### src/rtl/cpu_types_pkg.sv
// -----------------------------------------------------------------------------
// cpu_types_pkg
// Shared CPU pipeline types: the machine word, the fetch-stage state encoding,
// and the default instruction encodings the fetch stage treats specially.
// -----------------------------------------------------------------------------
package cpu_types_pkg;

    typedef logic [31:0] word_t;

    typedef enum logic [1:0] {
        FETCH = 2'd0,   // normal fetch from pc_addr
        DRAIN = 2'd1,   // waiting out a cache miss squashed by a flush
        HALT  = 2'd2    // fetch stopped on a halt instruction
    } fetch_state_t;

    localparam word_t HALT_WORD_DEFAULT = 32'hFFFF_FFFF;
    localparam word_t NOP_WORD_DEFAULT  = 32'h0000_0000;

    localparam word_t INSTR_BYTES = 32'd4;

endpackage : cpu_types_pkg

### src/rtl/fetch_unit.sv
// -----------------------------------------------------------------------------
// fetch_unit
// Instruction-fetch stage between the program counter and the IF/ID latch.
// Issues instruction-cache reads, tells the PC when to hold, captures fetched
// instructions into IF/ID, and handles downstream stall/flush and halt.
//
// Ports:
//   CLK         rising-edge clock
//   nRST        asynchronous active-low reset
//   pc_addr     current PC value
//   pc_wait     1 = PC must hold its value this cycle
//   imemREN     instruction-cache read enable
//   imemaddr    instruction-cache read address
//   ihit        instruction-cache data valid this cycle
//   imemload    instruction-cache read data
//   stall       hold IF/ID, do not advance
//   flush       squash the fetch (taken branch/jump resolved)
//   ifid_instr  latched instruction
//   ifid_npc    latched pc_addr + 4
//   ifid_valid  IF/ID holds a real instruction
//   halted      fetch has stopped on HALT_WORD
// -----------------------------------------------------------------------------
module fetch_unit
    import cpu_types_pkg::*;
#(
    parameter word_t HALT_WORD = HALT_WORD_DEFAULT,
    parameter word_t NOP_WORD  = NOP_WORD_DEFAULT
) (
    input  logic        CLK,
    input  logic        nRST,
    input  logic [31:0] pc_addr,
    output logic        pc_wait,
    output logic        imemREN,
    output logic [31:0] imemaddr,
    input  logic        ihit,
    input  logic [31:0] imemload,
    input  logic        stall,
    input  logic        flush,
    output logic [31:0] ifid_instr,
    output logic [31:0] ifid_npc,
    output logic        ifid_valid,
    output logic        halted
);

    fetch_state_t state_q, state_d;
    word_t        drain_addr_q, drain_addr_d;
    word_t        ifid_instr_q, ifid_instr_d;
    word_t        ifid_npc_q, ifid_npc_d;
    logic         ifid_valid_q, ifid_valid_d;

    logic         req_en;
    word_t        req_addr;
    logic         hold_pc;

    // Next-state and IF/ID update. Priority within a cycle is flush > stall > ihit.
    always_comb begin
        // NOTE: every signal written here gets a default first, so no path
        // leaves one unassigned and no latch is inferred.
        state_d      = state_q;
        drain_addr_d = drain_addr_q;
        ifid_instr_d = ifid_instr_q;
        ifid_npc_d   = ifid_npc_q;
        ifid_valid_d = ifid_valid_q;
        req_en       = 1'b1;
        req_addr     = pc_addr;
        hold_pc      = 1'b1;

        unique case (state_q)
            FETCH: begin
                hold_pc = !(ihit && !stall) && !flush;
                if (flush) begin
                    ifid_instr_d = NOP_WORD;
                    ifid_valid_d = 1'b0;
                    // A miss is still in flight at the old address; park on it
                    // so the cache sees a stable request until it completes.
                    if (!ihit) begin
                        drain_addr_d = pc_addr;
                        state_d      = DRAIN;
                    end
                end else if (stall) begin
                    // Hold IF/ID; any hit this cycle is refetched later.
                end else if (ihit) begin
                    ifid_instr_d = imemload;
                    ifid_npc_d   = pc_addr + INSTR_BYTES;
                    ifid_valid_d = 1'b1;
                    if (imemload == HALT_WORD) begin
                        state_d = HALT;
                    end
                end else begin
                    ifid_instr_d = NOP_WORD;
                    ifid_valid_d = 1'b0;
                end
            end

            DRAIN: begin
                req_addr = drain_addr_q;
                // Returned data belongs to the squashed path and is dropped.
                if (flush) begin
                    ifid_instr_d = NOP_WORD;
                    ifid_valid_d = 1'b0;
                end else if (ihit) begin
                    state_d = FETCH;
                end
            end

            HALT: begin
                req_en = 1'b0;
                // The halt may sit on a mispredicted path; a flush undoes it.
                if (flush) begin
                    ifid_instr_d = NOP_WORD;
                    ifid_valid_d = 1'b0;
                    state_d      = FETCH;
                end
            end

            default: begin
                state_d = FETCH;
            end
        endcase
    end

    always_ff @(posedge CLK or negedge nRST) begin
        if (!nRST) begin
            state_q      <= FETCH;
            drain_addr_q <= '0;
            ifid_instr_q <= NOP_WORD;
            ifid_npc_q   <= '0;
            ifid_valid_q <= 1'b0;
        end else begin
            // NOTE: sequential state uses non-blocking assignments so every
            // flop samples the pre-edge values regardless of statement order.
            state_q      <= state_d;
            drain_addr_q <= drain_addr_d;
            ifid_instr_q <= ifid_instr_d;
            ifid_npc_q   <= ifid_npc_d;
            ifid_valid_q <= ifid_valid_d;
        end
    end

    // While reset is held the PC is frozen and no cache request is made.
    assign imemREN    = req_en && nRST;
    assign pc_wait    = hold_pc || !nRST;
    assign imemaddr   = req_addr;
    assign halted     = (state_q == HALT);
    assign ifid_instr = ifid_instr_q;
    assign ifid_npc   = ifid_npc_q;
    assign ifid_valid = ifid_valid_q;

endmodule : fetch_unit
### config.mk
export PLATFORM = sky130hd
export DESIGN_NAME = fetch_unit
export DESIGN_NICKNAME = d
export VERILOG_FILES = /design/src/rtl/cpu_types_pkg.sv /design/src/rtl/fetch_unit.sv
export SDC_FILE = /design/constraint.sdc
export NUM_CORES = 1
export LEC_CHECK = 0
export CORE_AREA = 2 2 148 78
export DETAILED_ROUTE_END_ITERATION = 12
export DIE_AREA = 0 0 150 80
export GPL_ROUTABILITY_DRIVEN = 0
export PLACE_DENSITY = 0.9
export SLEW_MARGIN = 0
export SYNTH_ARGS = -nofsm -noshare
export SYNTH_HDL_FRONTEND = slang
export SYNTH_SLANG_ARGS = --single-unit
### constraint.sdc
create_clock -name CLK -period 2.8 [get_ports CLK]
set_input_delay 0.28 -clock CLK [delete_from_list [all_inputs] [get_ports CLK]]
set_output_delay 0.28 -clock CLK [all_outputs]
set_load 0.05 [all_outputs]
# == Word-level counts from Yosys, hierarchy flattened ==
# Cells that the tools add are included.
# word_totals
input_bits,69
ff_bits,99
# classes
addsub,1
mux,22
n_reduce_logical,15
eq_ne,11
bitwise_logic,3
# ops
operator,count
32-bit 2-to-1 mux,5
32-bit case mux with 2 select lines,1
"32-bit by 3-bit adder with 32-bit output, second input constant",1
"32-bit equality test, second input constant",1
2-bit 2-to-1 mux,8
"3-bit != test, second input constant",4
7-bit AND reduction,1
1-bit 2-to-1 mux,6
"2-bit != test, second input constant",3
2-bit case mux with 3 select lines,1
3-bit AND reduction,2
1-bit logical NOT,4
4-bit AND reduction,1
1-bit logical AND,3
1-bit inverter,3
"2-bit by 1-bit equality test with 1-bit output, second input constant",1
"2-bit equality test, second input constant",1
2-bit logical NOT,1
"2-bit by 1-bit != test with 1-bit output, second input constant",1
1-bit case mux with 2 select lines,1
2-bit nonzero test,1
2-bit OR reduction,1
1-bit logical OR,1

# == Longest topological paths before layout ==
# Gate-level depths: netlist (run 1).
# logic_depth
word_depth,6
mapped_depth,8
depth_no_buf,7

# == Worst setup path after synthesis (run 1) ==
# OpenSTA, ideal clock, no wires.
# synth_timing
path_type,reg2out
start,reg state_q[0]
end,out imemaddr[13]
path_buffers,2
required_time_ns,2.520
setup_slack_ns,0.361
path_stages_with_launch,5
t_arrival_ns,2.159
path_cell_list,dfrtp_1 -> ha_1 -> buf_1 -> clkbuf_1 -> o21ai_0
# synth_between
elab_chain_cells,2
# synth_rtl
element,line_no,source
start: declaration,fetch_unit.sv:45,"fetch_state_t state_q, state_d;"
start signal: assignment,fetch_unit.sv:132,state_q <= state_d;
2-bit by 1-bit equality test with 1-bit output,fetch_unit.sv:68,unique case (state_q)
32-bit 2-to-1 mux,fetch_unit.sv:68,
end: declaration,fetch_unit.sv:34,"output logic [31:0] imemaddr,"
# No other way between the ends.

# == Worst setup path in the final report (run 1) ==
# layout_timing
start,reg state_q[1]
end,out imemaddr[2]
# Same word-level chain as after synthesis.

==> results.md, run 1 <==
- Top FF cell, synth: dfrtp_1
- Pint: 4100 uW
- RSZ-0062 raised after global routing: false
- Synth Area in Adders: 1.07%
- Average routed wire per standard cell: 18.6 um
- Post_cts resized: 0
- Buffers on Ports: 168
- Core footprint: 10700 um^2
- Kind of critical path: reg -> out
- Startpoint Class: flop
- Slew Viols, Final: 0
- Largest family of logic cells by synthesized area: multiplexers
- Post-DP HPWL: 10.2 mm
- Minimum clock period: 2590 ps
- WHS: 279 ps
- Slowest-stage cell, CP: ha_2
- Synth Area in Simple Gates: 12.8%
- Synthesized netlist cell count: 416
- Commonest non-fill, non-tap cell in the layout: clkdlybuf4s50_1
- CTS H-tree depth: 3
- P&R area growth vs syn: 44.8%
- Pre-CTS WS: 447 ps
- Power share of the clock group: 18.0%
- Hold Buf Count CTS: 1
- Fin. Hold Viols: 0
- Vias: 3877
- Post-synthesis xor/xnor area fraction: 5.24%
- Maximum operating frequency: 385 MHz
- DP Area: 6430 um^2
- Total net switching power: 3350 uW
- Largest net degree at the start of global routing: 62
- Clock transition at path regs: 70 ps
- Ys Warns: 0
- Post-Syn Area: 4680 um^2
- Grt met1 use: 35.4%
- Vert. Die Dim: 80 um
- M2 GR Usage: 34.0%
- Seq pwr share: 30.0%
- Part of the power in combinational logic: 52.0%
- Initial antenna violation count: 0
- Worst EP arrival: 2310 ps
- CP endpoint kind: primary output
- Mean post-synth cell area: 11.2 um^2
- DIE WIDTH: 150 um
- Met3 Track Usage GR: 5.60%
- Worst setup margin: 206 ps
- Lkg Pwr: 0.00286 uW
- Clock insertion delay at the later pin of the skew report: 340 ps
- Vias per inst: 5.33
- Design area: 6770 um^2
- Grt total ovfl: 0
- Number of flops mapped to enable cells by yosys: 0
- Longest Clk Path Bufs: 2
- Max_cap viols: 0
- Hold Path Class: in -> async
- Global-route wire length before repair: 21.3 mm
- GR Util All Layers: 23.4%
- CP cell instances: inv_1 > ha_2 > mux2_2 > buf_4
- Setup TNS Final: 0 ps
- Filler Cell Count: 842
- Final setup fails: 0
- Number of remaining DRC errors: 0
- IO Count: 169
- Post-CTS Repair Setup Buffers: 0
- Share of cells above drive strength 1: 20.8%
- Compound-Gate Fraction of Synth Area: 11.6%
- # diodes: 0
- CTS buffer count: 9
- Number of synthesized register bits: 99
- Vias in the first global route: 3870
- GR peak layer: met1
- Post-Syn Nets: 489
- Slew headroom: 35.5%
- Root Driver: clkbuf_16
- Status: complete, no violations
- CP peak stage delay: 840 ps
- CTS tree: done
- Antenna viol nets, final: 0
- Most frequent cells in the layout: clkdlybuf4s50_1 (135), dfrtp_1 (99), mux2_2 (56)
- Post-Route Skew: 5.03 ps
- Post-synth cell types: 40
- Mux contribution to synthesized area: 13.5%
- Fin nets: 651
- DRT Pass-1 Iters: 4
- Initial Utilization: 43.8%
- Sequential-to-total area share from yosys stat: 53.0%
- Final wirelength: 13.5 mm
- Fin crit share: 92.6%
- Total Power: 7450 uW
- Die ar.: 12000 um^2
- DRT iter0 DRCs: 194
- Max IR drop VDD: 0.661 mV
- Worst-path maximum fanout: 41
- Post-synth ARST share: 100%
- Worst endpoint required time: 2520 ps
- Core Rows: 27
- Sw frac: 45.0%
- Worst-margin pin slew: 967 ps
- Power Dens Cells: 1100 nW/um^2
- CTS sink cnt: 99
metal layers:
layer | share of wire (%) | wire [um]
met1 | 49 | 6690
met2 | 44 | 5910
met3 | 5.8 | 790
met4 | 0.98 | 133
met5 | 0 | 0
critical path: cells and delay by family (launching register included):
| family | cells | cell delay, ps |
|---|---|---|
| muxes | 1 | 440 |
| adders and majority gates | 1 | 840 |
| buffers and inverters | 2 | 310 |
| DFF | 1 | 380 |
per-stage QoR:
step,cells,util [%]
floorplan,416,-
global placement,711,60.3
detailed placement,711,60.3
CTS,728,63.4
global route,728,63.4
finish,728,63.4
final cells by class:
| type | instances | area (um^2) | share of cell area, % |
|---|---|---|---|
| clock buffer | 11 | 243 | 3.59 |
| inverter | 8 | 30.0 | 0.444 |
| clock inverter | 5 | 85.1 | 1.26 |
| multi-input combinational | 285 | 2090 | 30.8 |
| sequential | 99 | 2480 | 36.6 |
| tap | 145 | 181 | 2.68 |
| timing repair buffer | 175 | 1670 | 24.6 |
power by group through the flow:
stage	registers [uW]	clock network (uW)	logic, uW
final	2230	1340	3870
after global routing	2290	1440	4060
after CTS	2230	1370	3900
after detailed placement	2250	0	3890
after global placement	2210	0	3830
after floorplan	3210	0	1560
cell families after synthesis:
group,count (synthesis)
buf+inv,32
compound gates,80
fa+ha+maj,4
simple gates,117
mux,56
flops,99
xor+xnor,28
cells in the mapped netlist (3+ instances only):
cell type | n | area share, %
a21oi_1 | 4 | 0.43
a22o_1 | 32 | 6.0
and2_1 | 3 | 0.40
and4_1 | 4 | 0.75
buf_1 | 3 | 0.24
clkbuf_1 | 18 | 1.4
dfrtp_1 | 99 | 53
ha_1 | 4 | 1.1
inv_1 | 8 | 0.64
mux2_2 | 56 | 13
nand2_1 | 55 | 4.4
nand3_1 | 11 | 1.2
nand4_1 | 15 | 2.0
nor2_1 | 7 | 0.56
nor3_1 | 9 | 0.96
o21ai_0 | 31 | 3.3
o21ai_1 | 6 | 0.64
xnor2_1 | 16 | 3.0
xor2_1 | 12 | 2.2
path summary, 6_finish.rpt:
check                       startpoint              end  slack (ps)  depth (start not counted)
max                         state_q[1]      imemaddr[2]         210                          4
min                               nRST   ifid_instr[24]         280                          2
max reg2reg                 state_q[1]  drain_addr_q[6]         710                          5
min reg2reg                ifid_npc[3]      ifid_npc[3]         480                          2
max in group asynchronous         nRST     ifid_npc[21]        1700                          3
min in group CLK           ifid_npc[3]      ifid_npc[3]         480                          2
flip-flops by register name (all words and copies together), names as in the netlist:
name / flops
state_q: 2
drain_addr_q: 32
ifid_npc: 32
ifid_valid: 1
ifid_instr: 32
Note: power is estimated with default switching activity, not from simulation.
==> run 2: changes to the inputs <==
--- a/config.mk
+++ b/config.mk
@@ -5,7 +5,9 @@
 export SDC_FILE = /design/constraint.sdc
 export NUM_CORES = 1
 export LEC_CHECK = 0
+export CAP_MARGIN = 10
 export CORE_AREA = 2 2 148 78
+export CTS_CLUSTER_SIZE = 14
 export DETAILED_ROUTE_END_ITERATION = 12
 export DIE_AREA = 0 0 150 80
 export GPL_ROUTABILITY_DRIVEN = 0
==> results of run 2 <==
Final layout, timing and power as in run 1 (identical DEF).
